[src/rtl/mic1_uart_io.sv]
// Memory-mapped 8N1 UART for the mic1 SoC: RX bytes land in a small FIFO popped by
// reads of IO_ADDR, writes of IO_ADDR are serialised on ser_tx. Define MIC1_UART_LOOPBACK_EN to feed ser_tx back into RX.
module mic1_uart_io #(
  parameter int unsigned CLKS_PER_BIT = 16,
  parameter logic [31:0] IO_ADDR      = 32'hFFFF_FFFD,
  parameter logic [31:0] STAT_ADDR    = 32'hFFFF_FFFC,
  parameter int unsigned RX_DEPTH     = 4
) (
  input  logic        clk,
  input  logic        resetn,
  input  logic        ser_rx,
  output logic        ser_tx,
  input  logic        mem_read,
  input  logic        mem_write,
  input  logic [31:0] mem_addr,
  input  logic [31:0] mem_wdata,
  output logic        io_sel,
  output logic [31:0] io_rdata,
  output logic        rx_irq
);

  localparam int CW = $clog2(CLKS_PER_BIT);
  localparam int AW = $clog2(RX_DEPTH);
  localparam logic [CW-1:0] BIT_LAST  = CW'(CLKS_PER_BIT - 1);
  localparam logic [CW-1:0] HALF_LAST = CW'(CLKS_PER_BIT / 2 - 1);
  localparam logic [AW:0]   FIFO_FULL = (AW + 1)'(RX_DEPTH);

  typedef enum logic [2:0] {RX_IDLE, RX_START, RX_DATA, RX_STOP, RX_WAIT_HIGH} rx_state_t;
  typedef enum logic [1:0] {TX_IDLE, TX_START, TX_DATA, TX_STOP} tx_state_t;

  // Bus decode
  logic is_io, is_stat, io_read, stat_read, io_write;
  assign is_io     = (mem_addr == IO_ADDR);
  assign is_stat   = (mem_addr == STAT_ADDR);
  assign io_sel    = is_io | is_stat;
  assign io_read   = mem_read & is_io;
  assign stat_read = mem_read & is_stat;
  assign io_write  = mem_write & is_io;

  logic unused_wdata;
  assign unused_wdata = &{1'b0, mem_wdata[31:8]};

  logic rx_in;
`ifdef MIC1_UART_LOOPBACK_EN
  logic unused_ser_rx;
  assign unused_ser_rx = ser_rx;
  assign rx_in = ser_tx;
`else
  assign rx_in = ser_rx;
`endif

  logic rx_meta, rx_sync, rx_sync_d;
  // NOTE: sequential state uses non-blocking assignments so every flop samples pre-edge values.
  always_ff @(posedge clk or negedge resetn) begin
    if (!resetn) begin
      rx_meta   <= 1'b1;
      rx_sync   <= 1'b1;
      rx_sync_d <= 1'b1;
    end else begin
      rx_meta   <= rx_in;
      rx_sync   <= rx_meta;
      rx_sync_d <= rx_sync;
    end
  end

  // ---------------- RX FSM ----------------
  rx_state_t       rx_state, rx_next;
  logic [CW-1:0]   rx_cnt;
  logic [2:0]      rx_bit;
  logic [7:0]      rx_shift;
  logic            rx_push_req, frame_err_set;

  always_ff @(posedge clk or negedge resetn) begin
    if (!resetn) rx_state <= RX_IDLE;
    else         rx_state <= rx_next;
  end

  // NOTE: every output of this block gets a default first, so no path can infer a latch.
  always_comb begin
    rx_next       = rx_state;
    rx_push_req   = 1'b0;
    frame_err_set = 1'b0;
    case (rx_state)
      RX_IDLE:      if (rx_sync_d && !rx_sync) rx_next = RX_START;
      RX_START:     if (rx_cnt == HALF_LAST) rx_next = rx_sync ? RX_IDLE : RX_DATA;
      RX_DATA:      if (rx_cnt == BIT_LAST && rx_bit == 3'd7) rx_next = RX_STOP;
      RX_STOP:
        if (rx_cnt == BIT_LAST) begin
          if (rx_sync) begin
            rx_push_req = 1'b1;
            rx_next     = RX_IDLE;
          end else begin
            frame_err_set = 1'b1;
            rx_next       = RX_WAIT_HIGH;
          end
        end
      RX_WAIT_HIGH: if (rx_sync) rx_next = RX_IDLE;
      default:      rx_next = RX_IDLE;
    endcase
  end

  always_ff @(posedge clk or negedge resetn) begin
    if (!resetn) begin
      rx_cnt   <= '0;
      rx_bit   <= '0;
      rx_shift <= '0;
    end else begin
      case (rx_state)
        RX_START: rx_cnt <= (rx_cnt == HALF_LAST) ? '0 : rx_cnt + CW'(1);
        RX_DATA:
          if (rx_cnt == BIT_LAST) begin
            rx_cnt   <= '0;
            rx_bit   <= rx_bit + 3'd1;
            rx_shift <= {rx_sync, rx_shift[7:1]};
          end else begin
            rx_cnt <= rx_cnt + CW'(1);
          end
        RX_STOP:  rx_cnt <= rx_cnt + CW'(1);
        default: begin
          rx_cnt <= '0;
          rx_bit <= '0;
        end
      endcase
    end
  end

  // ---------------- RX FIFO ----------------
  logic [7:0]    fifo_mem [RX_DEPTH];
  logic [AW-1:0] wr_ptr, rd_ptr;
  logic [AW:0]   rx_count;
  logic          rx_avail, rx_full, pop, push, rx_overrun_set;

  assign rx_avail       = (rx_count != '0);
  assign rx_full        = (rx_count == FIFO_FULL);
  assign pop            = io_read & rx_avail;
  assign push           = rx_push_req & (~rx_full | pop);
  assign rx_overrun_set = rx_push_req & rx_full & ~pop;
  assign rx_irq         = rx_avail;

  // NOTE: the storage array is deliberately not reset; the pointers and count define validity.
  always_ff @(posedge clk) begin
    if (push) fifo_mem[wr_ptr] <= rx_shift;
  end

  always_ff @(posedge clk or negedge resetn) begin
    if (!resetn) begin
      wr_ptr   <= '0;
      rd_ptr   <= '0;
      rx_count <= '0;
    end else begin
      if (push) wr_ptr <= wr_ptr + AW'(1);
      if (pop)  rd_ptr <= rd_ptr + AW'(1);
      case ({push, pop})
        2'b10:   rx_count <= rx_count + (AW + 1)'(1);
        2'b01:   rx_count <= rx_count - (AW + 1)'(1);
        default: rx_count <= rx_count;
      endcase
    end
  end

  // ---------------- TX path ----------------
  tx_state_t     tx_state, tx_next;
  logic [CW-1:0] tx_cnt;
  logic [2:0]    tx_bit;
  logic [7:0]    tx_shift, hold_data;
  logic          hold_full, tx_load, tx_bit_end, tx_overrun_set;

  assign tx_bit_end     = (tx_cnt == BIT_LAST);
  assign tx_overrun_set = io_write & hold_full;

  always_ff @(posedge clk or negedge resetn) begin
    if (!resetn) tx_state <= TX_IDLE;
    else         tx_state <= tx_next;
  end

  // STOP hands straight over to START when a byte is waiting, so frames run gap-free.
  always_comb begin
    tx_next = tx_state;
    tx_load = 1'b0;
    case (tx_state)
      TX_IDLE:  if (hold_full) begin tx_next = TX_START; tx_load = 1'b1; end
      TX_START: if (tx_bit_end) tx_next = TX_DATA;
      TX_DATA:  if (tx_bit_end && tx_bit == 3'd7) tx_next = TX_STOP;
      TX_STOP:
        if (tx_bit_end) begin
          tx_next = TX_IDLE;
          if (hold_full) begin tx_next = TX_START; tx_load = 1'b1; end
        end
      default:  tx_next = TX_IDLE;
    endcase
  end

  always_ff @(posedge clk or negedge resetn) begin
    if (!resetn) begin
      tx_cnt   <= '0;
      tx_bit   <= '0;
      tx_shift <= '0;
      ser_tx   <= 1'b1;
    end else if (tx_load) begin
      tx_cnt   <= '0;
      tx_bit   <= '0;
      tx_shift <= hold_data;
      ser_tx   <= 1'b0;
    end else begin
      case (tx_state)
        TX_START:
          if (tx_bit_end) begin
            tx_cnt <= '0;
            ser_tx <= tx_shift[0];
          end else tx_cnt <= tx_cnt + CW'(1);
        TX_DATA:
          if (tx_bit_end) begin
            tx_cnt   <= '0;
            tx_bit   <= tx_bit + 3'd1;
            tx_shift <= {1'b0, tx_shift[7:1]};
            ser_tx   <= (tx_bit == 3'd7) ? 1'b1 : tx_shift[1];
          end else tx_cnt <= tx_cnt + CW'(1);
        TX_STOP:  tx_cnt <= tx_bit_end ? '0 : tx_cnt + CW'(1);
        default: begin
          tx_cnt <= '0;
          ser_tx <= 1'b1;
        end
      endcase
    end
  end

  always_ff @(posedge clk or negedge resetn) begin
    if (!resetn) begin
      hold_data <= '0;
      hold_full <= 1'b0;
    end else if (io_write && !hold_full) begin
      hold_data <= mem_wdata[7:0];
      hold_full <= 1'b1;
    end else if (tx_load) begin
      hold_full <= 1'b0;
    end
  end

  // ---------------- Status and read data ----------------
  logic frame_err, tx_overrun, rx_overrun;

  always_ff @(posedge clk or negedge resetn) begin
    if (!resetn) begin
      frame_err  <= 1'b0;
      tx_overrun <= 1'b0;
      rx_overrun <= 1'b0;
      io_rdata   <= '0;
    end else begin
      frame_err  <= frame_err_set  | (frame_err  & ~stat_read);
      tx_overrun <= tx_overrun_set | (tx_overrun & ~stat_read);
      rx_overrun <= rx_overrun_set | (rx_overrun & ~stat_read);
      if (io_read)
        io_rdata <= rx_avail ? {24'h0, fifo_mem[rd_ptr]} : 32'h0;
      else if (stat_read)
        io_rdata <= {27'h0, frame_err, tx_overrun, rx_overrun, ~hold_full, rx_avail};
    end
  end

endmodule

[config.mk]
export PLATFORM = sky130hd
export DESIGN_NAME = mic1_uart_io
export DESIGN_NICKNAME = d
export VERILOG_FILES = /design/src/rtl/mic1_uart_io.sv
export SDC_FILE = /design/constraint.sdc
export NUM_CORES = 1
export LEC_CHECK = 0
export ABC_AREA = 1
export BUFFER_PORTS_ARGS = -buffer_cell sky130_fd_sc_hd__buf_2
export CAP_MARGIN = 25
export CORE_MARGIN = 5
export CORE_UTILIZATION = 35
export CTS_CLUSTER_DIAMETER = 80
export DETAILED_ROUTE_END_ITERATION = 8
export PLACE_DENSITY = 0.65
export SLEW_MARGIN = 0
export SYNTH_ARGS = -nofsm -noshare
export SYNTH_HDL_FRONTEND = slang
export SYNTH_SLANG_ARGS = --single-unit
[constraint.sdc]
create_clock -name clk -period 3.1 [get_ports clk]
set_clock_uncertainty 0.15 [all_clocks]
set_input_delay 0.465 -clock clk [delete_from_list [all_inputs] [get_ports clk]]
set_output_delay 0.465 -clock clk [all_outputs]
set_load 0.03 [all_outputs]
==> results of run 1 <==
## area by class of cell
cell class	instances	area share (%)
Multi-Input combinational cell	327	32.9
Timing Repair Buffer	61	5.89
Tap cell	176	4.05
Clock inverter	3	0.713
Sequential cell	98	48.1
Inverter	55	3.79
Clock buffer	13	4.60
## through the flow
step	setup slack, ns	total power, W	cells
finish	0.825	0.00277	733
global route	0.603	0.00290	733
detailed placement	0.686	0.00172	717
CTS	0.832	0.00280	733
global placement	0.757	0.00170	717
floorplan	0.941	0.00165	511
## report_power, final
group	switching, W	total, W	internal [W]	leakage (nW)
Combinational	0.000201	0.000290	0.0000893	1.38
Clock	0.000430	0.00107	0.000644	0.141
Sequential	0.0000299	0.00140	0.00137	1.12
## routing by layer
layer	up-vias	share of wire, %	GRT usage (%)
li1	1691	-	-
met1	1616	44	14.3
met2	89	47	20.0
met3	13	6.9	3.45
met4	0	1.9	4.67
met5	-	0	0
## layout by cell type, fill, tap and decap left out, types with 4 or more instances in the layout
master and instances:
nor3_1 7, mux2_4 8, conb_1 24, xor2_1 5
nor2_1 60, a21oi_1 16, o211ai_1 4, o21ai_0 41
buf_2 55, dfrtp_1 62, nand2_1 87, o22ai_1 8
inv_1 55, dfstp_2 4, ha_1 15, nand3_1 24
buf_4 6, edfxtp_1 32, clkbuf_16 9
## kinds of logic (layout without fill, tap and decap cells)
kind of cell,Yosys count,after routing
mux,9,9
simple gates,191,191
other cells,1,24
buf+inv,86,132
flops,98,98
fa+ha+maj,16,16
xor+xnor,6,6
compound gates,81,81
## worst max-delay path, stage by stage (launching register included)
cell and delay (ns):
dfrtp_1 0.37, ha_1 0.19, nand2_1 0.08, inv_1 0.07, nand2_1 0.06, inv_1 0.12
nand3_1 0.18, nand2_1 0.16, inv_1 0.07, fa_1 0.41, nand4_1 0.12, nand3_1 0.08
nand2_1 0.08, inv_1 0.04
## worst max-delay path by stage
stage | end | slack (ns) | cells past startpoint
6_report | rx_count[2] | 0.82 | 13
5_1_grt | rx_count[2] | 0.60 | 14
4_1_cts | rx_count[2] | 0.83 | 14
3_5_place_dp | rx_count[1] | 0.69 | 12
3_3_place_gp | rx_count[1] | 0.76 | 12
2_1_floorplan | rx_count[2] | 0.94 | 12
## flip-flops by register name, indices dropped and copies added, names as in the netlist, 4 cells and up
register and flops:
rx_shift 8, io_rdata 8, tx_shift 8, rx_cnt 4, tx_cnt 4, fifo_mem 32
hold_data 8
==> flow_summary.ini, run 1 <==
[outcome]
status = finished, final reports clean

[yosys]
ys_warn_count = 0
yosysSeqAreaShare_pct = 55.3
synth-main-ff-cell = dfrtp_1
netlist_instances = 488
post_synth.cell_area_avg_um2 = 9.71
synth_top_area_share_pct = 32.8
synth_edf_count = 32
synthMuxAreaShare_pct = 2.77
synth_top_family_by_area = simple AND/OR/NAND/NOR gates
syn_area_um2 = 4740
synth_area_leader_cell = dfrtp_1
yosys-top-cells-area = dfrtp_1 (33%), edfxtp_1 (20%), nand2_1 (6.9%)
async_flop_share_pct = 67.3
synth_simple_gate_area_share_pct = 17.7
synth_cell_types = 37
synth_most_common_cell = nand2_1
synthXorXnorAreaFrac_pct = 1.11
synth_compound_area_share_pct = 9.90
yosys-top-cells-count = nand2_1 (87), dfrtp_1 (62), nor2_1 (60)
synthAdderAreaFrac_pct = 4.38
synth-seq-cells = 98

[power_and_ir_drop]
leakagePower_nw = 2.64
power.density_nw_per_um2 = 509
peakVddDrop_uv = 270

[route]
dr.pass1.iters = 4
antenna_left = 0
drtIter0Drc = 226
wl_um = 9120
vias = 3409
drc_errors = 0
vias_per_cell = 4.65
wl_per_cell_um = 12.4

[sta]
setup_viol = 0
finalMaxSlewViolations = 0
slew_headroom_pct = 45.1
rsz0062_at_grt = no
fin_hold_ws_ns = 0.0820
hold_viol = 0
max_freq_mhz = 440
period_minus_slack_ns = 2.28
post-route-period-util_pct = 73.4
tns_ns = 0
worst_slew_pin_slew_ns = 0.823

[setup_path]
reg2regPathDepth = 13
r2r_slack_ns = 0.82
rr_endpoint = rx_count[2]
endpoint_kind = flop
crit_required_ns = 3.19
start_kind = flop
crit_fanout = 5
worstReg2RegStart = rx_cnt[0]
arrival_ns = 2.36
worstSetupStartpoint = rx_cnt[0]
worstSetupPathType = flop to flop

[cells_and_area]
fin_util_pct = 41.1
seqCellArea_um2 = 2620
antenna_cells = 0
drive_above_1_share_pct = 17.8
area_growth_pct = 14.9
fin_nets = 637
multi_input_area_um2 = 1790
n_fill_cell = 1265
design_area_um2 = 5440

[floorplan]
die-area_um2 = 16000
coreArea_um2 = 13200
dieWidth_um = 126
start_util_pct = 35.8
rows = 42
ios = 104
die_h_um = 126

[clocking]
tritoncts = yes
postCtsResizedCells = 0
cts_inserted_buffers = 9
cts-root-buf = clkbuf_16
postCtsSetupRepairBufs = 0
clk_pin_slew_worst_paths_ns = 0.06
cts_buffer_depth = 2
clock_latency_ns = 0.34
htree_levels = 3
cts.sinks = 98
ctsHoldBuffers = 0

[worst_hold_path]
min_delay_worst_endpoint = rx_meta
min-delay-start = ser_rx
hold_path.class = primary input to flop
min_path_cells = 1

[global_route]
grt_max_degree = 67
globalRouteOverflowTotal = 0
track_usage_pct = 11.8
grt_first_pass_wirelength_um = 15500
first_global_vias = 3382
antenna_found_initial = 0

[placement]
port_buffers = 55
gp_congestion = 0.913
dpl.hpwl_um = 6700
dpl_cell_area_um2 = 5150

[job]
max_cap_viol_count = 0
Note: power is estimated with default switching activity, not from simulation.
==> run 2: changes to the inputs <==
--- a/config.mk
+++ b/config.mk
@@ -5,7 +5,7 @@
 export SDC_FILE = /design/constraint.sdc
 export NUM_CORES = 1
 export LEC_CHECK = 0
-export ABC_AREA = 1
+export ABC_AREA = 0
 export BUFFER_PORTS_ARGS = -buffer_cell sky130_fd_sc_hd__buf_2
 export CAP_MARGIN = 25
 export CORE_MARGIN = 5
==> constraint.sdc (replaced) <==
create_clock -name clk -period 2.19 [get_ports clk]
set_clock_uncertainty 0.15 [all_clocks]
set_input_delay 0.3285 -clock clk [delete_from_list [all_inputs] [get_ports clk]]
set_output_delay 0.3285 -clock clk [all_outputs]
set_load 0.03 [all_outputs]
==> run 2 against run 1 <==
Sequential share of layout area fell by 1.6 points. Hold slack got worse by 0.037 ns. Clock power up 45%. Maximum frequency grew 8.7%. Combinational power rose to 2.8 times the previous value. Synthesized area decreased by 1.1%. Design area up 3.5%. Via count shrank 11%. Routed wire length fell by 3.8%. Critical endpoint is now rx_count[1]. Synthesized cell count shrank 22%. Critical path depth is 6 lower. Global-route usage fell by 0.17 points.
==> flow_summary.ini, run 2 <==
[outcome]
status = finished, final reports clean

[power_and_ir_drop]
power_frac_comb_pct = 18.1
internal-power_w = 0.00324
peakVddDrop_uv = 495
seqPwrFrac_pct = 47.9
p_sw_share_pct = 29.1
leakagePower_nw = 2.59
clkPwrFrac_pct = 34.1
switchingPower_w = 0.00133
power_w = 0.00456
power.density_nw_per_um2 = 811

[yosys]
synth_cell_types = 52
synth-seq-cells = 98
synth_top_area_share_pct = 33.1
ys_warn_count = 0
synth_area_leader_cell = dfrtp_1
synth_most_common_cell = dfrtp_1
yosys-top-cells-count = dfrtp_1 (62), edfxtp_1 (32), nand2_1 (31)
syn_area_um2 = 4680
netlist_instances = 382
yosys-top-cells-area = dfrtp_1 (33%), edfxtp_1 (21%), ha_1 (4.0%)
yosysSeqAreaShare_pct = 55.9
synth_edf_count = 32
post_synth.cell_area_avg_um2 = 12.3
async_flop_share_pct = 67.3
synth-main-ff-cell = dfrtp_1

[setup_path]
crit_fanout = 2
slowest_delay_ns = 0.47
start_kind = flop
arrival_ns = 2.17
crit_required_ns = 2.27
path_cells = ha_1 > and3_1 > and3_4 > nor3_2 > fa_2 > o22ai_2 > a211oi_2
cp_slowest_cell = fa_2
endpoint_kind = flop
worstSetupPathType = flop to flop

[route]
dr.pass1.iters = 4
wl_per_cell_um = 13.5
drc_errors = 0
antenna_left = 0
vias_per_cell = 4.70
vias = 3049
wl_um = 8780
drtIter0Drc = 206

[sta]
post-route-period-util_pct = 95.6
slew_headroom_pct = 65.9
worst_slew_pin_slew_ns = 0.510
timing.final.ws_setup_ns = 0.0969
period_minus_slack_ns = 2.09
hold_viol = 0
max_freq_mhz = 478
finalMaxSlewViolations = 0
setup_viol = 0
tns_ns = 0

[global_route]
grt_max_degree = 67
grt_first_pass_wirelength_um = 15000
first_global_vias = 3072
antenna_found_initial = 0
globalRouteOverflowTotal = 0
track_usage_pct = 11.7

[cells_and_area]
largest_reg_flops = 32
drive_above_1_share_pct = 30.7
layout_commonest_cell = dfrtp_1
fin_util_pct = 42.7
regMostFlops = fifo_mem
area_growth_pct = 20.2
fin_nets = 553
final_cell_mix = dfrtp_1 (62), buf_2 (55), edfxtp_1 (32), buf_4 (32), nand2_1 (31)
antenna_cells = 0
n_fill_cell = 1215

[clocking]
clk_pin_slew_worst_paths_ns = 0.07
cts_buffer_depth = 2
cts-root-buf = clkbuf_16
htree_levels = 3
clock_latency_ns = 0.35
cts.sinks = 98
cts_inserted_buffers = 9
tritoncts = yes

[placement]
gp_congestion = 0.813
dpl.hpwl_um = 6500
post-place-ws_ns = -0.193
port_buffers = 55

[worst_hold_path]
hold_path.class = primary input to flop

[floorplan]
coreArea_um2 = 13200
die-area_um2 = 15800
start_util_pct = 35.5
die_h_um = 126
ios = 104
rows = 42
dieWidth_um = 126

[job]
max_cap_viol_count = 0
[run 2: worst max-delay path: cells and delay by family (launching register included)]
family / cells / cell delay (ns)
fa+ha+maj: 2 / 0.68
simple gates: 3 / 0.53
flops: 1 / 0.38
compound gates: 2 / 0.23
[run 2: area by class of cell]
cell class                 count  area (um^2)  area share [%]
clock inverter                 7         72.6            1.29
timing repair buffer          90          556            9.86
inverter                      13         48.8           0.866
multi-input combinational    256         1890            33.6
clock buffer                   9          225            4.00
sequential                    98         2620            46.5
tap                          176          220            3.91
[run 2: power by group through the flow]
stage	registers, W	logic, W	clock network, W
floorplan	0.00219	0.000565	0
global placement	0.00221	0.000752	0
detailed placement	0.00222	0.000795	0
CTS	0.00219	0.000809	0.00160
global route	0.00221	0.000934	0.00168
finish	0.00218	0.000825	0.00155
[run 2: repair_timing]
item	CTS	global route
hold buffers	2	0
pin swaps	0	1
setup buffers	0	1
endpoints found under the setup margin	1	31
gates resized for setup	1	4
endpoints found under the hold margin	63	0
[run 2: path summary, 6_finish.rpt]
path                         startpoint            to  slack, ns  depth (start not counted)
max                           rx_cnt[0]   rx_count[1]        0.1                          7
min                        mem_wdata[0]  hold_data[0]       0.05                          2
max reg2reg                   rx_cnt[0]   rx_count[1]        0.1                          7
min reg2reg                     rx_meta       rx_sync       0.21                          0
max in group asynchronous        resetn        ser_tx       1.18                          3
min in group asynchronous        resetn   rx_shift[5]       0.36                          3
[run 2: kinds of logic after synthesis]
logic type      share of synthesized area [%]
xor+xnor                                 1.68
fa+ha+maj                                4.43
compound gates                           8.09
buf+inv                                  6.17
simple gates                             12.7
other cells                            0.0801
flops                                    55.9
mux                                      11.0
[run 2: through the flow]
step / hold slack [ns] / cells / area, um^2
3_3_place_gp: 0.197 / 630 / 5280
3_5_place_dp: 0.198 / 630 / 5280
4_1_cts: 0.0343 / 648 / 5610
6_report: 0.0450 / 649 / 5630
5_1_grt: 0.0386 / 649 / 5630
2_1_floorplan: -0.117 / 405 / 4780
[run 2: layer usage]
layer,global-route usage (%),part of all wire [%]
met1,14.4,43
met2,19.8,52
met3,3.47,4.3
met4,3.51,1.4
met5,0,0
==> run 3: changes to the inputs <==
--- a/config.mk
+++ b/config.mk
@@ -13,6 +13,7 @@
 export CTS_CLUSTER_DIAMETER = 80
 export DETAILED_ROUTE_END_ITERATION = 8
 export PLACE_DENSITY = 0.65
+export RECOVER_POWER = 25
 export SLEW_MARGIN = 0
 export SYNTH_ARGS = -nofsm -noshare
 export SYNTH_HDL_FRONTEND = slang
==> run 3 against run 2 <==
Power down 0.12%. Critical path depth unchanged. Routed wire length increased by 0.17%. Die area unchanged. Hold slack hardly changed. Flip-flop and latch count unchanged. Largest cell class unchanged. Highest routed layer unchanged.
==> flow_summary.ini, run 3 (synthesis results as in run 2) <==
[power_and_ir_drop]
seqPwrFrac_pct = 47.9
internal-power_w = 0.00323
p_sw_share_pct = 29.1
peakVddDrop_uv = 492
leakagePower_nw = 2.59
switchingPower_w = 0.00133
clkPwrFrac_pct = 34.1
power.density_nw_per_um2 = 811
power_frac_comb_pct = 18.0

[route]
vias_per_cell = 4.69
drc_errors = 0
dr.pass1.iters = 4
wl_um = 8800
drtIter0Drc = 203
vias = 3046
antenna_left = 0
wl_per_cell_um = 13.6

[clocking]
cts_inserted_buffers = 9
clk_pin_slew_worst_paths_ns = 0.07
tritoncts = yes
cts-root-buf = clkbuf_16
cts.sinks = 98
htree_levels = 3
cts_buffer_depth = 2
clock_latency_ns = 0.35

[placement]
dpl.hpwl_um = 6500
placedCellCount = 630
port_buffers = 55
post-place-ws_ns = -0.193
gp_congestion = 0.813

[cells_and_area]
antenna_cells = 0
largest_reg_flops = 32
multi_input_area_um2 = 1890
fin_nets = 553
area_growth_pct = 20.0
drive_above_1_share_pct = 30.7
seqCellArea_um2 = 2620
layout_commonest_cell = dfrtp_1
final_cell_mix = dfrtp_1 (62), buf_2 (55), edfxtp_1 (32), buf_4 (32), nand2_1 (31)
regMostFlops = fifo_mem
n_fill_cell = 1217
final_cells = 649

[floorplan]
coreArea_um2 = 13200
start_util_pct = 35.5
die-area_um2 = 15800
ios = 104
die_h_um = 126
dieWidth_um = 126
rows = 42

[setup_path]
slowest_delay_ns = 0.47
cp_slowest_cell = fa_2
endpoint_kind = flop
rr_endpoint = rx_count[1]
crit_fanout = 2
r2r_slack_ns = 0.1
path_cells = ha_1 > and3_1 > and3_4 > nor3_2 > fa_2 > o22ai_2 > a211oi_2
crit_required_ns = 2.27
worstReg2RegStart = rx_cnt[0]
reg2regPathDepth = 7
arrival_ns = 2.17
start_kind = flop
worstSetupPathType = flop to flop

[global_route]
antenna_found_initial = 0
globalRouteOverflowTotal = 0
grtUsageMet3_pct = 3.47
track_usage_pct = 11.7
grt_use_met2_pct = 19.8
busiest_layer = met2
first_global_vias = 3072
grtUsageMet1_pct = 14.4
grt_first_pass_wirelength_um = 15000
grt_max_degree = 67

[worst_hold_path]
min-delay-start = mem_wdata[0]
hold_path.class = primary input to flop
min_path_cells = 2
min_delay_worst_endpoint = hold_data[0]

[sta]
slew_headroom_pct = 38.4
worst_slew_pin_slew_ns = 0.925
finalMaxSlewViolations = 0
timing.final.ws_setup_ns = 0.0997
hold_viol = 0
fin_hold_ws_ns = 0.0453
max_freq_mhz = 478
setup_viol = 0
period_minus_slack_ns = 2.09
post-route-period-util_pct = 95.4

[outcome]
status = finished, final reports clean

[job]
max_cap_viol_count = 0
[run 3: worst max-delay path by stage]
stage | startpoint | endpoint | slack (ns) | cells past startpoint
final | rx_cnt[0] | rx_count[1] | 0.1 | 7
after detailed placement | mem_addr[22] | rx_count[1] | -0.19 | 8
after floorplan | mem_addr[30] | rx_count[1] | -0.17 | 8
after global placement | mem_addr[22] | rx_count[1] | -0.15 | 8
after CTS | rx_cnt[0] | rx_count[1] | 0.02 | 7
after global routing | rx_cnt[0] | rx_count[2] | -0.009 | 8
[run 3: power by group through the flow]
| stage | clock network, W | logic [W] | registers (W) |
|---|---|---|---|
| 2_1_floorplan | 0 | 0.000565 | 0.00219 |
| 3_3_place_gp | 0 | 0.000752 | 0.00221 |
| 3_5_place_dp | 0 | 0.000795 | 0.00222 |
| 4_1_cts | 0.00160 | 0.000809 | 0.00219 |
| 5_1_grt | 0.00168 | 0.000931 | 0.00221 |
| 6_report | 0.00155 | 0.000821 | 0.00218 |
[run 3: critical path, delay by kind of cell, from the launching register on]
family | cells | cell delay, ns
simple gates | 3 | 0.53
fa+ha+maj | 2 | 0.68
flops | 1 | 0.38
compound gates | 2 | 0.22
[run 3: repair_timing]
item	CTS	global route
gates cloned	0	0
setup endpoints to repair	1	31
resized for setup	1	4
pin swaps	0	1
endpoints found under the hold margin	63	0
hold buffers	2	0
buffers inserted	0	1
[run 3: metrics by stage]
step	util (%)	TNS (ns)	area [um^2]	power (W)
after global placement	40.1	-2.42	5280	0.00296
after CTS	42.5	0	5610	0.00459
after global routing	42.6	-0.00866	5620	0.00481
final	42.6	0	5620	0.00456
after floorplan	-	-0.233	4780	0.00276
after detailed placement	40.1	-2.83	5280	0.00302
[run 3: per-layer routing]
layer	vias to the layer above	wire length (um)
met5	-	0
met4	0	127
met3	14	381
met2	55	4530
met1	1479	3750
li1	1498	-
[run 3: cell type report]
type | instances | share of cell area, %
clock buffer | 9 | 4.01
clock inverter | 7 | 1.29
inverter | 13 | 0.868
multi-input combinational | 256 | 33.7
sequential | 98 | 46.6
tap | 176 | 3.92
timing repair buffer | 90 | 9.66
